===== src/rtl/clksw_seq.sv =====
// clksw_seq: sequences glitch-safe HS/LS clock-switch requests and stalls the CPU until acked.
// Revision: 1.0
`default_nettype none

module clksw_seq #(
  parameter int SYNC_STAGES    = 2,
  parameter int DWELL_CYCLES   = 16,
  parameter int TIMEOUT_CYCLES = 255,
  parameter int CNT_W          = 8
) (
  input  logic       hsclk_in,
  input  logic       rst,
  input  logic       ls_access_req,
  input  logic       hs_access_req,
  input  logic       cfg_we,
  input  logic [2:0] cfg_data,
  input  logic       hsclk_selected_in,
  input  logic       lsclk_selected_in,
  output logic       hsclk_sel,
  output logic [1:0] cpuclk_div_sel,
  output logic       cpu_rdy,
  output logic       switch_err
);

  typedef enum logic [2:0] {
    LS_RUN = 3'd0,
    TO_HS  = 3'd1,
    HS_RUN = 3'd2,
    TO_LS  = 3'd3,
    FAULT  = 3'd4
  } state_t;

  localparam logic [CNT_W-1:0] DWELL_LD = CNT_W'(DWELL_CYCLES);
  localparam logic [CNT_W-1:0] TO_LIM   = CNT_W'(TIMEOUT_CYCLES);
  localparam logic [CNT_W-1:0] CNT_MAX  = '1;

  state_t                 state;
  logic [SYNC_STAGES-1:0] hs_sync;
  logic [SYNC_STAGES-1:0] ls_sync;
  logic                   hs_s;
  logic                   ls_s;
  logic [2:0]             cfg_q;
  logic [CNT_W-1:0]       dwell;
  logic [CNT_W-1:0]       tmo;
  logic                   go_hs;
  logic [CNT_W-1:0]       tmo_inc;

  // LS flag resets high so the sequencer starts consistent with the LS clock in use.
  always_ff @(posedge hsclk_in or posedge rst) begin
    if (rst) begin
      hs_sync <= '0;
      ls_sync <= '1;
    end else begin
      hs_sync <= {hs_sync[SYNC_STAGES-2:0], hsclk_selected_in};
      ls_sync <= {ls_sync[SYNC_STAGES-2:0], lsclk_selected_in};
    end
  end

  assign hs_s = hs_sync[SYNC_STAGES-1];
  assign ls_s = ls_sync[SYNC_STAGES-1];

  always_ff @(posedge hsclk_in or posedge rst) begin
    if (rst) cfg_q <= 3'b000;
    else if (cfg_we) cfg_q <= cfg_data;
  end

  assign go_hs   = cfg_q[2] & hs_access_req & ~ls_access_req & (dwell == '0);
  assign tmo_inc = (tmo == CNT_MAX) ? tmo : tmo + 1'b1;

  always_ff @(posedge hsclk_in or posedge rst) begin
    if (rst) begin
      state          <= LS_RUN;
      hsclk_sel      <= 1'b0;
      cpu_rdy        <= 1'b1;
      switch_err     <= 1'b0;
      cpuclk_div_sel <= 2'b00;
      dwell          <= DWELL_LD;
      tmo            <= '0;
    end else begin
      dwell <= (dwell == '0) ? dwell : dwell - 1'b1;
      unique case (state)
        LS_RUN: begin
          if (ls_access_req) dwell <= DWELL_LD;
          if (go_hs) begin
            state     <= TO_HS;
            hsclk_sel <= 1'b1;
            cpu_rdy   <= 1'b0;
            tmo       <= '0;
          end else begin
            // Held on the departing edge so a divider move never lands with hsclk_sel rising.
            cpuclk_div_sel <= cfg_q[1:0];
          end
        end
        TO_HS: begin
          tmo <= tmo_inc;
          if (hs_s && !ls_s) begin
            state   <= HS_RUN;
            cpu_rdy <= 1'b1;
          end else if (tmo == TO_LIM) begin
            state      <= FAULT;
            hsclk_sel  <= 1'b0;
            switch_err <= 1'b1;
            cpu_rdy    <= ls_s;
          end
        end
        HS_RUN: begin
          if (ls_access_req || !cfg_q[2]) begin
            state     <= TO_LS;
            hsclk_sel <= 1'b0;
            cpu_rdy   <= 1'b0;
            tmo       <= '0;
          end
        end
        TO_LS: begin
          tmo <= tmo_inc;
          if (ls_s && !hs_s) begin
            state   <= LS_RUN;
            cpu_rdy <= 1'b1;
            dwell   <= DWELL_LD;
          end else if (tmo == TO_LIM) begin
            state      <= FAULT;
            switch_err <= 1'b1;
            cpu_rdy    <= ls_s;
          end
        end
        FAULT: begin
          cpu_rdy <= ls_s;
          if (cfg_we && !cfg_data[2] && ls_s) begin
            state      <= LS_RUN;
            switch_err <= 1'b0;
            cpu_rdy    <= 1'b1;
            dwell      <= DWELL_LD;
          end
        end
        default: begin
          state     <= LS_RUN;
          hsclk_sel <= 1'b0;
          cpu_rdy   <= 1'b1;
        end
      endcase
    end
  end

endmodule

`default_nettype wire


===== config.mk =====
export PLATFORM = sky130hd
export DESIGN_NAME = clksw_seq
export DESIGN_NICKNAME = d
export VERILOG_FILES = /design/src/rtl/clksw_seq.sv
export SDC_FILE = /design/constraint.sdc
export NUM_CORES = 1
export LEC_CHECK = 0
export ABC_AREA = 1
export CAP_MARGIN = 30
export CORE_MARGIN = 4
export CORE_UTILIZATION = 61
export DETAILED_ROUTE_END_ITERATION = 10
export HOLD_SLACK_MARGIN = 0.1
export PLACE_DENSITY_LB_ADDON = 0.1
export SYNTH_ARGS = -nofsm -noshare
export SYNTH_HDL_FRONTEND = slang
export SYNTH_SLANG_ARGS = --single-unit

===== constraint.sdc =====
create_clock -name hsclk_in -period 2.2 [get_ports hsclk_in]
set_clock_uncertainty 0.05 [all_clocks]
set_input_delay 0.44 -clock hsclk_in [delete_from_list [all_inputs] [get_ports hsclk_in]]
set_output_delay 0.44 -clock hsclk_in [all_outputs]
set_load 0.03 [all_outputs]

==> flow_summary_export.csv <==
group,metric,value,unit
place,gp_congestion,0.849,
power,max-vdd-ir-drop,0.873,mV
synthesis,ys_seq_area_frac,0.445,
timing,tightest_slew,0.386,ns
place,dpl.cell_count,268,
cts,htree_num_levels,2,
place,place_ws,0.238,ns
job,drv_cap,0,
floorplan,dieArea,0.00380,mm2
status,outcome,"complete, no violations",
grt,grt_pass1_wl,5.80,mm
critical_path,slowest_delay,0.66,ns
grt,grt-ovfl-total,0,
routing,via_per_inst,5.34,
synthesis,post_synth_instance_area,0.00176,mm2
synthesis,ys_warn_count,0,
layout,fin_util,0.716,
timing,drv_slew,0,
cts,cts_setup_buffers,0,
critical_path,slowest_stage,"clkdlybuf4s50_1",
floorplan,die_x,61.6,um
routing,ant_nets,0,
cts,path_clk_slew,0.09,ns
power,p_leak,1.00,nW
synthesis,synth_cell_types,26,
layout,fin_area,0.00198,mm2
critical_path,cp.required,1.71,ns
cts,cts_tree,"yes",
floorplan,row_count,19,
grt,grt_usage,0.212,
layout,final_common_cell,"nand2_1",
place,dpl.hpwl,2.62,mm
synthesis,synth-seq-cells,31,
layout,drive_gt1_frac,0.152,
floorplan,coreArea,0.00276,mm2
cts,clockRootBuffer,"clkbuf_4",
cts,clock-sinks,31,
power,cellPowerDensity,1050,mW/mm2
cts,post_cts_resized,0,
grt,antenna_found_initial,0,
routing,drt-total-wl,3.41,mm
timing,min_period,2.01,ns
timing,finalCritPeriodShare,0.916,
worst_hold_path,min-delay-path-class,"flip-flop to flip-flop",
cts,clk-insertion-delay-late,0.33,ns
grt,grt_max_degree,32,
place,dpl_cell_area,0.00193,mm2
floorplan,die_h,61.6,um
timing,setup-tns-final,0,ns
layout,mostFrequentLayoutCells,"nand2_1 (68), dfrtp_1 (27), inv_1 (24), nor2_1 (24), clkdlybuf4s50_1 (14)",
layout,area_growth,12.5,%
floorplan,start_util,0.637,
place,io_buffers,14,
critical_path,crit_arrival,1.52,ns
critical_path,endpoint_kind,"primary output",
timing,max_freq,496,MHz
critical_path,crit_type,"flip-flop to primary output",
critical_path,cp_top_family,"buffers and inverters",
cts,cts_buffers,5,
layout,diodes,0,
routing,drtIter0Drc,147,
layout,stdcell_count,275,
routing,dr.pass1.iters,4,
timing,slew_headroom,0.743,
cts,holdBufCountCts,0,
grt,first_global_vias,1356,
routing,drc,0,
timing,setup_slack,0.186,ns
critical_path,cp_num_buf_inv,1,
routing,wl_per_cell,12.4,um
timing,rsz0062_at_grt,"no",
critical_path,path_cells,"clkdlybuf4s50_1",
cts,cts_buffer_depth,2,
critical_path,start_kind,"flip-flop",
timing,setup_viol,0,
layout,final_nets,257,
critical_path,critPathMaxFanout,2,
synthesis,synth_cells,223,
routing,dr_total_vias,1468,
synthesis,syn_nets,236,
timing,timing.final.hold_violations,0,
synthesis,syn_area_per_cell,7.87,um2
floorplan,boundaryPins,15,
-- flip-flops by register name (all words and copies together) (netlist names) --
signal / flops
tmo: 8
cpuclk_div_sel: 2
hsclk_sel: 1
ls_sync: 2
cpu_rdy: 1
hs_sync: 2
dwell: 8
switch_err: 1
cfg_q: 3
state: 3
-- power by group --
| part | internal, mW | total (mW) | switching (mW) |
|---|---|---|---|
| clock network | 0.120 | 0.299 | 0.179 |
| registers | 0.722 | 0.836 | 0.114 |
| logic | 0.346 | 0.939 | 0.593 |
-- final timing paths --
kind | startpoint | end | slack [ns] | cells past startpoint
max reg2reg | dwell[0]$_DFF_PP0_ | tmo[3]$_DFFE_PP0P_ | 0.54 | 9
min | ls_sync[0]$_DFF_PP1_ | ls_sync[1]$_DFF_PP1_ | 0.31 | 0
max | cpu_rdy$_DFFE_PP1P_ | cpu_rdy | 0.19 | 1
min in group asynchronous | rst | cfg_q[2]$_DFFE_PP0P_ | 0.43 | 3
max in group asynchronous | rst | ls_sync[0]$_DFF_PP1_ | 1.34 | 3
min reg2reg | ls_sync[0]$_DFF_PP1_ | ls_sync[1]$_DFF_PP1_ | 0.31 | 0
-- area by class of cell --
type	count	area [um2]
well taps	31	38.8
fillers	226	782
clock buffers	7	45.0
repair buffers	15	148
inverters	32	123
multi-input cells	159	841
flip-flops and latches	31	781
-- cell families after synthesis --
kind of cell               count (synthesis)  share of synthesized area
and+or+nand+nor                          131                      0.362
xor gates and xnor gates                   8                     0.0399
buffers and inverters                     33                     0.0763
AOI/OAI and AO/OA                         17                     0.0556
adders and majority gates                  3                     0.0214
DFF                                       31                      0.445
-- per-layer routing --
metal,up-vias,GRT usage,routed length [um]
li1,741,-,-
met1,684,0.256,1470
met2,34,0.347,1720
met3,9,0.0650,157
met4,0,0.0970,67
met5,-,0,0
-- per-stage QoR --
stage	power, mW	hold WS, ns
after global routing	2.26	0.318
final	2.07	0.308
after floorplan	1.56	0.281
after CTS	2.09	0.309
after global placement	1.75	0.287
after detailed placement	1.79	0.296
-- synth_stat cells --
cell type / instances / share of area
nor2_4: 4 / 0.026
nand3_4: 1 / 0.010
nand2_1: 68 / 0.15
nand2_2: 3 / 0.011
dfstp_2: 4 / 0.060
nand4_1: 7 / 0.025
o21ai_0: 9 / 0.026
nor3_1: 2 / 0.0057
or2_2: 2 / 0.0071
a21oi_1: 4 / 0.011
nand3_1: 13 / 0.037
nor2_1: 24 / 0.051
buf_6: 1 / 0.0064
nor2_2: 1 / 0.0036
nand4_4: 1 / 0.012
dfrtp_1: 27 / 0.38
a31oi_1: 1 / 0.0036
inv_1: 24 / 0.051
xor2_1: 6 / 0.030
inv_2: 7 / 0.015
xnor2_1: 2 / 0.010
a21oi_2: 2 / 0.010
ha_1: 3 / 0.021
inv_4: 1 / 0.0036
nand3_2: 5 / 0.029
o2111ai_1: 1 / 0.0050
No activity file was read; power rests on OpenSTA's default activity.
